[src/rtl/processor_dp.sv]
// ---------------------------------------------------------------------------
// processor_dp
//
// Datapath for a small accumulator machine. The control unit drives every
// load/select strobe; this block has no sequencer of its own. The only state
// that changes without a strobe is the memory data register (MDR), which
// samples the RAM word at the selected address on every rising edge.
//
// Storage
//   PC   : ADDR_W-bit program counter
//   IR   : DATA_W-bit instruction register (opcode in the top bits,
//          operand address in the low ADDR_W bits)
//   A    : DATA_W-bit accumulator
//   MDR  : DATA_W-bit registered RAM read data
//   RAM  : 2**ADDR_W x DATA_W unified program/data memory (never reset)
//
// Ports
//   Clock     in   single clock, every register updates on its rising edge
//   Reset_n   in   asynchronous active-low reset of PC, IR, A and MDR
//   IRload    in   IR <= MDR
//   JMPmux    in   PC source: 0 = PC+1, 1 = IR operand address
//   PCload    in   PC <= JMPmux-selected source
//   Meminst   in   RAM address: 0 = PC, 1 = IR operand address
//   MemWr     in   RAM[address] <= A
//   Aload     in   A <= Asel-selected source
//   Sub       in   ALU: 0 = A + MDR, 1 = A - MDR (modulo 2**DATA_W)
//   Asel      in   A source: 00 ALU, 01 Input, 10/11 MDR
//   Input     in   external data for the IN instruction
//   ProgWr    in   program-load strobe, RAM[ProgAddr] <= ProgData
//   ProgAddr  in   program-load address
//   ProgData  in   program-load data
//   IR        out  opcode field of the instruction register
//   Aeq0      out  A is zero
//   Apos      out  A is strictly positive as a signed value
//   Output    out  current accumulator value
//   PC        out  current program counter
// ---------------------------------------------------------------------------
module processor_dp #(
    parameter int DATA_W = 8,
    parameter int ADDR_W = 5
) (
    input  logic                       Clock,
    input  logic                       Reset_n,
    input  logic                       IRload,
    input  logic                       JMPmux,
    input  logic                       PCload,
    input  logic                       Meminst,
    input  logic                       MemWr,
    input  logic                       Aload,
    input  logic                       Sub,
    input  logic [1:0]                 Asel,
    input  logic [DATA_W-1:0]          Input,
    input  logic                       ProgWr,
    input  logic [ADDR_W-1:0]          ProgAddr,
    input  logic [DATA_W-1:0]          ProgData,
    output logic [DATA_W-ADDR_W-1:0]   IR,
    output logic                       Aeq0,
    output logic                       Apos,
    output logic [DATA_W-1:0]          Output,
    output logic [ADDR_W-1:0]          PC
);

    localparam int DEPTH = 2 ** ADDR_W;

    // Architectural registers
    logic [ADDR_W-1:0] pc_reg;
    logic [DATA_W-1:0] ir_reg;
    logic [DATA_W-1:0] a_reg;
    logic [DATA_W-1:0] mdr_reg;

    // Unified program/data memory
    logic [DATA_W-1:0] mem [DEPTH];

    // Combinational datapath nets
    logic [ADDR_W-1:0] ir_addr;
    logic [ADDR_W-1:0] mem_addr;
    logic [ADDR_W-1:0] pc_next;
    logic [DATA_W-1:0] alu_result;
    logic [DATA_W-1:0] a_next;
    logic              cpu_enable;

    // Operand address field of the instruction register. Jumps and
    // memory-operand instructions both take their target from here.
    assign ir_addr = ir_reg[ADDR_W-1:0];

    // Instruction fetches come from PC, operand accesses from the IR field.
    assign mem_addr = Meminst ? ir_addr : pc_reg;

    // A program load freezes the architectural registers, so a boot loader
    // can stream a program in without having to idle the control unit.
    assign cpu_enable = ~ProgWr;

    // Next PC: sequential increment wraps naturally at the top of memory.
    always_comb begin
        pc_next = pc_reg + ADDR_W'(1);
        if (JMPmux) begin
            pc_next = ir_addr;
        end
    end

    // Add/subtract unit. Carry and borrow are discarded, so results wrap
    // modulo 2**DATA_W.
    always_comb begin
        alu_result = a_reg + mdr_reg;
        if (Sub) begin
            alu_result = a_reg - mdr_reg;
        end
    end

    // Accumulator source mux. Both upper Asel codes select MDR so the LOAD
    // instruction does not care about the low select bit.
    always_comb begin
        a_next = mdr_reg;
        unique case (Asel)
            2'b00:   a_next = alu_result;
            2'b01:   a_next = Input;
            default: a_next = mdr_reg;
        endcase
    end

    // Memory array write port. Program loading wins over a store from the
    // datapath; a store issued in the same cycle is simply lost.
    always_ff @(posedge Clock) begin
        if (ProgWr) begin
            mem[ProgAddr] <= ProgData;
        end else if (MemWr) begin
            mem[mem_addr] <= a_reg;
        end
    end

    // Registered memory read. Because the array update above is also
    // non-blocking, a read of the address being written returns the word
    // that was there before the edge.
    always_ff @(posedge Clock or negedge Reset_n) begin
        if (!Reset_n) begin
            mdr_reg <= '0;
        end else begin
            mdr_reg <= mem[mem_addr];
        end
    end

    // Instruction register. During a fetch the PC update below uses the
    // pre-edge IR, so IRload and PCload may be asserted together.
    always_ff @(posedge Clock or negedge Reset_n) begin
        if (!Reset_n) begin
            ir_reg <= '0;
        end else if (cpu_enable && IRload) begin
            ir_reg <= mdr_reg;
        end
    end

    // Program counter. JMPmux only matters when PCload is asserted.
    always_ff @(posedge Clock or negedge Reset_n) begin
        if (!Reset_n) begin
            pc_reg <= '0;
        end else if (cpu_enable && PCload) begin
            pc_reg <= pc_next;
        end
    end

    // Accumulator. Holding Aload with Asel=01 keeps resampling Input,
    // which is how the IN instruction waits for the user.
    always_ff @(posedge Clock or negedge Reset_n) begin
        if (!Reset_n) begin
            a_reg <= '0;
        end else if (cpu_enable && Aload) begin
            a_reg <= a_next;
        end
    end

    // Branch flags come from the committed accumulator, not the ALU output,
    // so they describe A as the control unit sees it in the current state.
    assign Aeq0   = (a_reg == '0);
    assign Apos   = ~a_reg[DATA_W-1] & (a_reg != '0);

    assign IR     = ir_reg[DATA_W-1:ADDR_W];
    assign Output = a_reg;
    assign PC     = pc_reg;

endmodule

[config.mk]
export PLATFORM = sky130hd
export DESIGN_NAME = processor_dp
export DESIGN_NICKNAME = d
export VERILOG_FILES = /design/src/rtl/processor_dp.sv
export SDC_FILE = /design/constraint.sdc
export NUM_CORES = 1
export LEC_CHECK = 0
export ABC_AREA = 1
export ABC_CLOCK_PERIOD_IN_PS = 6400
export CAP_MARGIN = 20
export CORE_ASPECT_RATIO = 1.1
export CORE_MARGIN = 4
export CORE_UTILIZATION = 66
export DETAILED_ROUTE_END_ITERATION = 16
export PLACE_DENSITY_LB_ADDON = 0.3
export SYNTH_ARGS = -nofsm -noshare
export SYNTH_HDL_FRONTEND = slang
export SYNTH_SLANG_ARGS = --single-unit
[constraint.sdc]
create_clock -name Clock -period 6.4 [get_ports Clock]
set_input_delay 0.96 -clock Clock [delete_from_list [all_inputs] [get_ports Clock]]
set_output_delay 0.96 -clock Clock [all_outputs]
set_load 0.1 [all_outputs]
==> impl_metrics.yaml <==
timing:
  fin_worst_skew_ns: 0.00765
  fin_tns_setup_ns: 0
  setup_violations: 0
  slew-limit-headroom_pct: 29.5
  timing.final.crit_period_ns: 3.92
  worst-slew-pin-transition_ns: 1.05
  hold_vio_cnt_final: 0
  finalMaxSlewViolations: 0
  grt_setup_unrepaired: "no"
  fin_crit_sh_pct: 61.3
  clock.fmax_mhz: 255
synthesis:
  mappedNetlistArea_sq_um: 13400
  post-synth-top-area-fraction_pct: 57.2
  avgSynthCellArea_sq_um: 9.76
  yosysTopAreaCell: "sky130_fd_sc_hd__edfxtp_1"
  ranking_of_synthesized_cells_by_area: "sky130_fd_sc_hd__edfxtp_1 57%, sky130_fd_sc_hd__nand3_1 11%, sky130_fd_sc_hd__inv_1 7.6%, sky130_fd_sc_hd__nand2_1 7.6%, sky130_fd_sc_hd__dfrtp_1 5.4%"
  synth_fp_nets: 1420
  ys_ff_latch: 285
  seq_area_frac_synth_pct: 62.6
  synth.lib_cells_used.distinct: 33
  synth_cells: 1377
  ys.warnings.count: 0
worst_setup_path:
  criticalPathCategory: "primary input to flop"
  critical_path_top_delay_cell: "sky130_fd_sc_hd__clkdlybuf4s50_1"
  startpoint_type: "primary input"
  crit-reg2reg-launch: "PC[2]"
  cp_data_arrival_time_ns: 4.09
  timing.reg2reg.setup_slack_ns: 3.30
  worst_r2r_endpoint: "mem[3][5]"
  r2r.worst_path.cells: 6
  endpoint_kind: "flop"
  critPathRequiredTime_ns: 6.57
  timing.critical_path.cells: "clkdlybuf4s50_1 > o21ai_2 > buf_4 > o21ai_0 > nand2_1 > nor2_1"
  path_max_fanout: 34
  timing.critical_path.slowest_cell_delay_ns: 0.89
finish:
  multi_input_area_sq_um: 3690
  layout.filler_cells: 1361
  layout_common_cells: "296 x sky130_fd_sc_hd__nand3_1, 273 x sky130_fd_sc_hd__inv_1, 273 x sky130_fd_sc_hd__nand2_1"
  antenna_cells: 0
  number_of_cells_in_the_finished_layout_apart_from_fillers: 1680
  most_flop_heavy_register: "mem"
  final-seq-area_sq_um: 8410
  largest_register_ff_count: 256
  design.final.nets: 1451
  final_layout_size_suffix_gt1_share_pct: 5.39
  synthToLayoutAreaGrowth_pct: 11.2
  layout_commonest_cell: "sky130_fd_sc_hd__nand3_1"
clock_network:
  post_cts_resized: 0
  clk_root_buffer_cell: "sky130_fd_sc_hd__clkbuf_16"
  cts.htree.levels: 1
  cts_num_sinks: 285
  ctsLongestPathBuffers: 3
  worst_setup_hold_path_clk_slew_ns: 0.06
  cts_setup_buffers: 0
  insertion_delay_ns: 0.54
  holdBufCountCts: 0
  cts_made_buffers: 29
  tritoncts_clock_tree: "yes"
floorplanning:
  io-pin-count: 51
  die_h_um: 158
  fp.coreArea_sq_um: 19900
  initial_core_util_pct: 67.4
  die_x_um: 144
  die_area_sq_um: 22700
  core.rowCount: 54
hold_path:
  timing.hold.worst_endpoint: "ir_reg[6]"
  startpoint_of_the_lowest_slack_hold_path: "ir_reg[6]"
  timing.hold.worst_path_depth: 2
  hold_path_class: "flop to flop"
detailed_routing:
  route.detailed.wl_per_inst_um: 20.0
  drt_pre_antenna_iters: 6
  post_route_drc_violation_count: 0
  detail-route-antenna-nets: 0
  detail_route.vias_per_cell: 5.99
  via_count: 10100
  totalWireLength_mm: 33.6
  detailedRoute.firstIterationViolations: 1089
global_routing:
  grt_first_pass_wirelength_mm: 51.5
  antenna_found_initial: 0
  grt_overflow: 0
  first_global_vias: 9757
  globalRouteTotalUtil_pct: 29.6
  grt_max_degree: 81
flow_run:
  max_cap_viol_count: 0
placement:
  post_placement_cell_count: 1628
  hpwlAfterDp_mm: 20.0
  port_buffers: 50
  globalplace.congestion: 0.931
power:
  ir_drop_mv: 0.208
  power.density_cell_area_nw_per_um2: 384
  power_leakage_uw: 0.00642
status:
  status: "finished clean"
==> synth_stat cells <==
master                     instances
sky130_fd_sc_hd__inv_1           273
sky130_fd_sc_hd__nand4_1           2
sky130_fd_sc_hd__clkbuf_1         26
sky130_fd_sc_hd__nand2_2           4
sky130_fd_sc_hd__mux2_2            6
sky130_fd_sc_hd__o22ai_1           2
sky130_fd_sc_hd__a32oi_1           1
sky130_fd_sc_hd__a21oi_1          21
sky130_fd_sc_hd__xor2_1            5
sky130_fd_sc_hd__buf_6             1
sky130_fd_sc_hd__inv_2             3
sky130_fd_sc_hd__nand3_1         296
sky130_fd_sc_hd__nor4_1            1
sky130_fd_sc_hd__nand3b_1         33
sky130_fd_sc_hd__fa_1              1
sky130_fd_sc_hd__a221oi_1          5
sky130_fd_sc_hd__edfxtp_1        256
sky130_fd_sc_hd__buf_4            19
sky130_fd_sc_hd__xnor2_1           1
sky130_fd_sc_hd__a22oi_1           1
sky130_fd_sc_hd__o21ai_2           4
sky130_fd_sc_hd__nand2_4           2
sky130_fd_sc_hd__dfrtp_1          29
sky130_fd_sc_hd__a31oi_1           1
sky130_fd_sc_hd__o21ai_1           4
sky130_fd_sc_hd__nand2_1         273
sky130_fd_sc_hd__or2_2             2
sky130_fd_sc_hd__ha_1              9
sky130_fd_sc_hd__buf_2            14
sky130_fd_sc_hd__nor2_1           51
sky130_fd_sc_hd__o21ai_0          26
sky130_fd_sc_hd__buf_1             4
sky130_fd_sc_hd__o221ai_1          1
==> how the worst max path moves through the flow <==
stage | from | end | slack [ns] | cells past startpoint
6_report | Meminst | mem[3][5] | 2.48 | 6
3_5_place_dp | Meminst | mem[20][4] | 2.00 | 8
5_1_grt | Meminst | mem[20][7] | 2.25 | 8
3_3_place_gp | Meminst | mem[0][6] | 2.05 | 6
2_1_floorplan | Output[4] | Apos | 1.96 | 4
4_1_cts | Meminst | mem[20][4] | 2.54 | 8
==> cell type report <==
cell class | count | share of cell area (%)
clock buffer | 35 | 5.00
clock inverter | 16 | 0.845
inverter | 276 | 6.93
multi-input combinational | 752 | 24.7
sequential | 285 | 56.3
tap | 252 | 2.11
timing repair buffer | 64 | 4.13
==> metrics by stage <==
step	worst slack (ns)	util, %	area [sq um]	hold slack, ns	power [uW]
CTS	2.54	74.9	14900	0.497	5710
floorplan	1.96	-	13400	0.454	3640
global placement	2.05	70.5	14100	0.467	4100
finish	2.48	75.0	15000	0.490	5750
detailed placement	2.00	70.5	14100	0.484	4150
global route	2.25	75.0	15000	0.530	5990
==> routing by layer <==
layer	track usage [%]	vias up	part of all wire, %	routed length, um
li1	-	4584	-	-
met1	39.3	4752	37	12500
met2	49.0	616	49	16500
met3	4.41	110	9.7	3250
met4	12.8	0	4.0	1330
met5	0	-	0	0
==> power breakdown <==
part           internal [uW]  switching [uW]
Combinational            515            1360
Clock                    904             678
Sequential              2190            96.4
==> worst max-delay path, delay by kind of cell <==
family	cells	cell delay, ns
buffers and inverters	2	1.18
AO/OA/AOI/OAI	2	0.98
AND/OR/NAND/NOR	2	0.96
==> logic make-up (layout without fill, tap and decap cells) <==
logic type,Yosys count,in the layout,synth area share [%]
AND/OR/NAND/NOR,664,664,22.5
buffers and inverters,340,391,10.2
flip-flops,285,285,62.6
AO/OA/AOI/OAI,66,66,2.81
adder cells (fa/ha/maj),10,10,0.987
XOR/XNOR,6,6,0.391
multiplexers,6,6,0.503
Power figures use the tool's default switching activity.
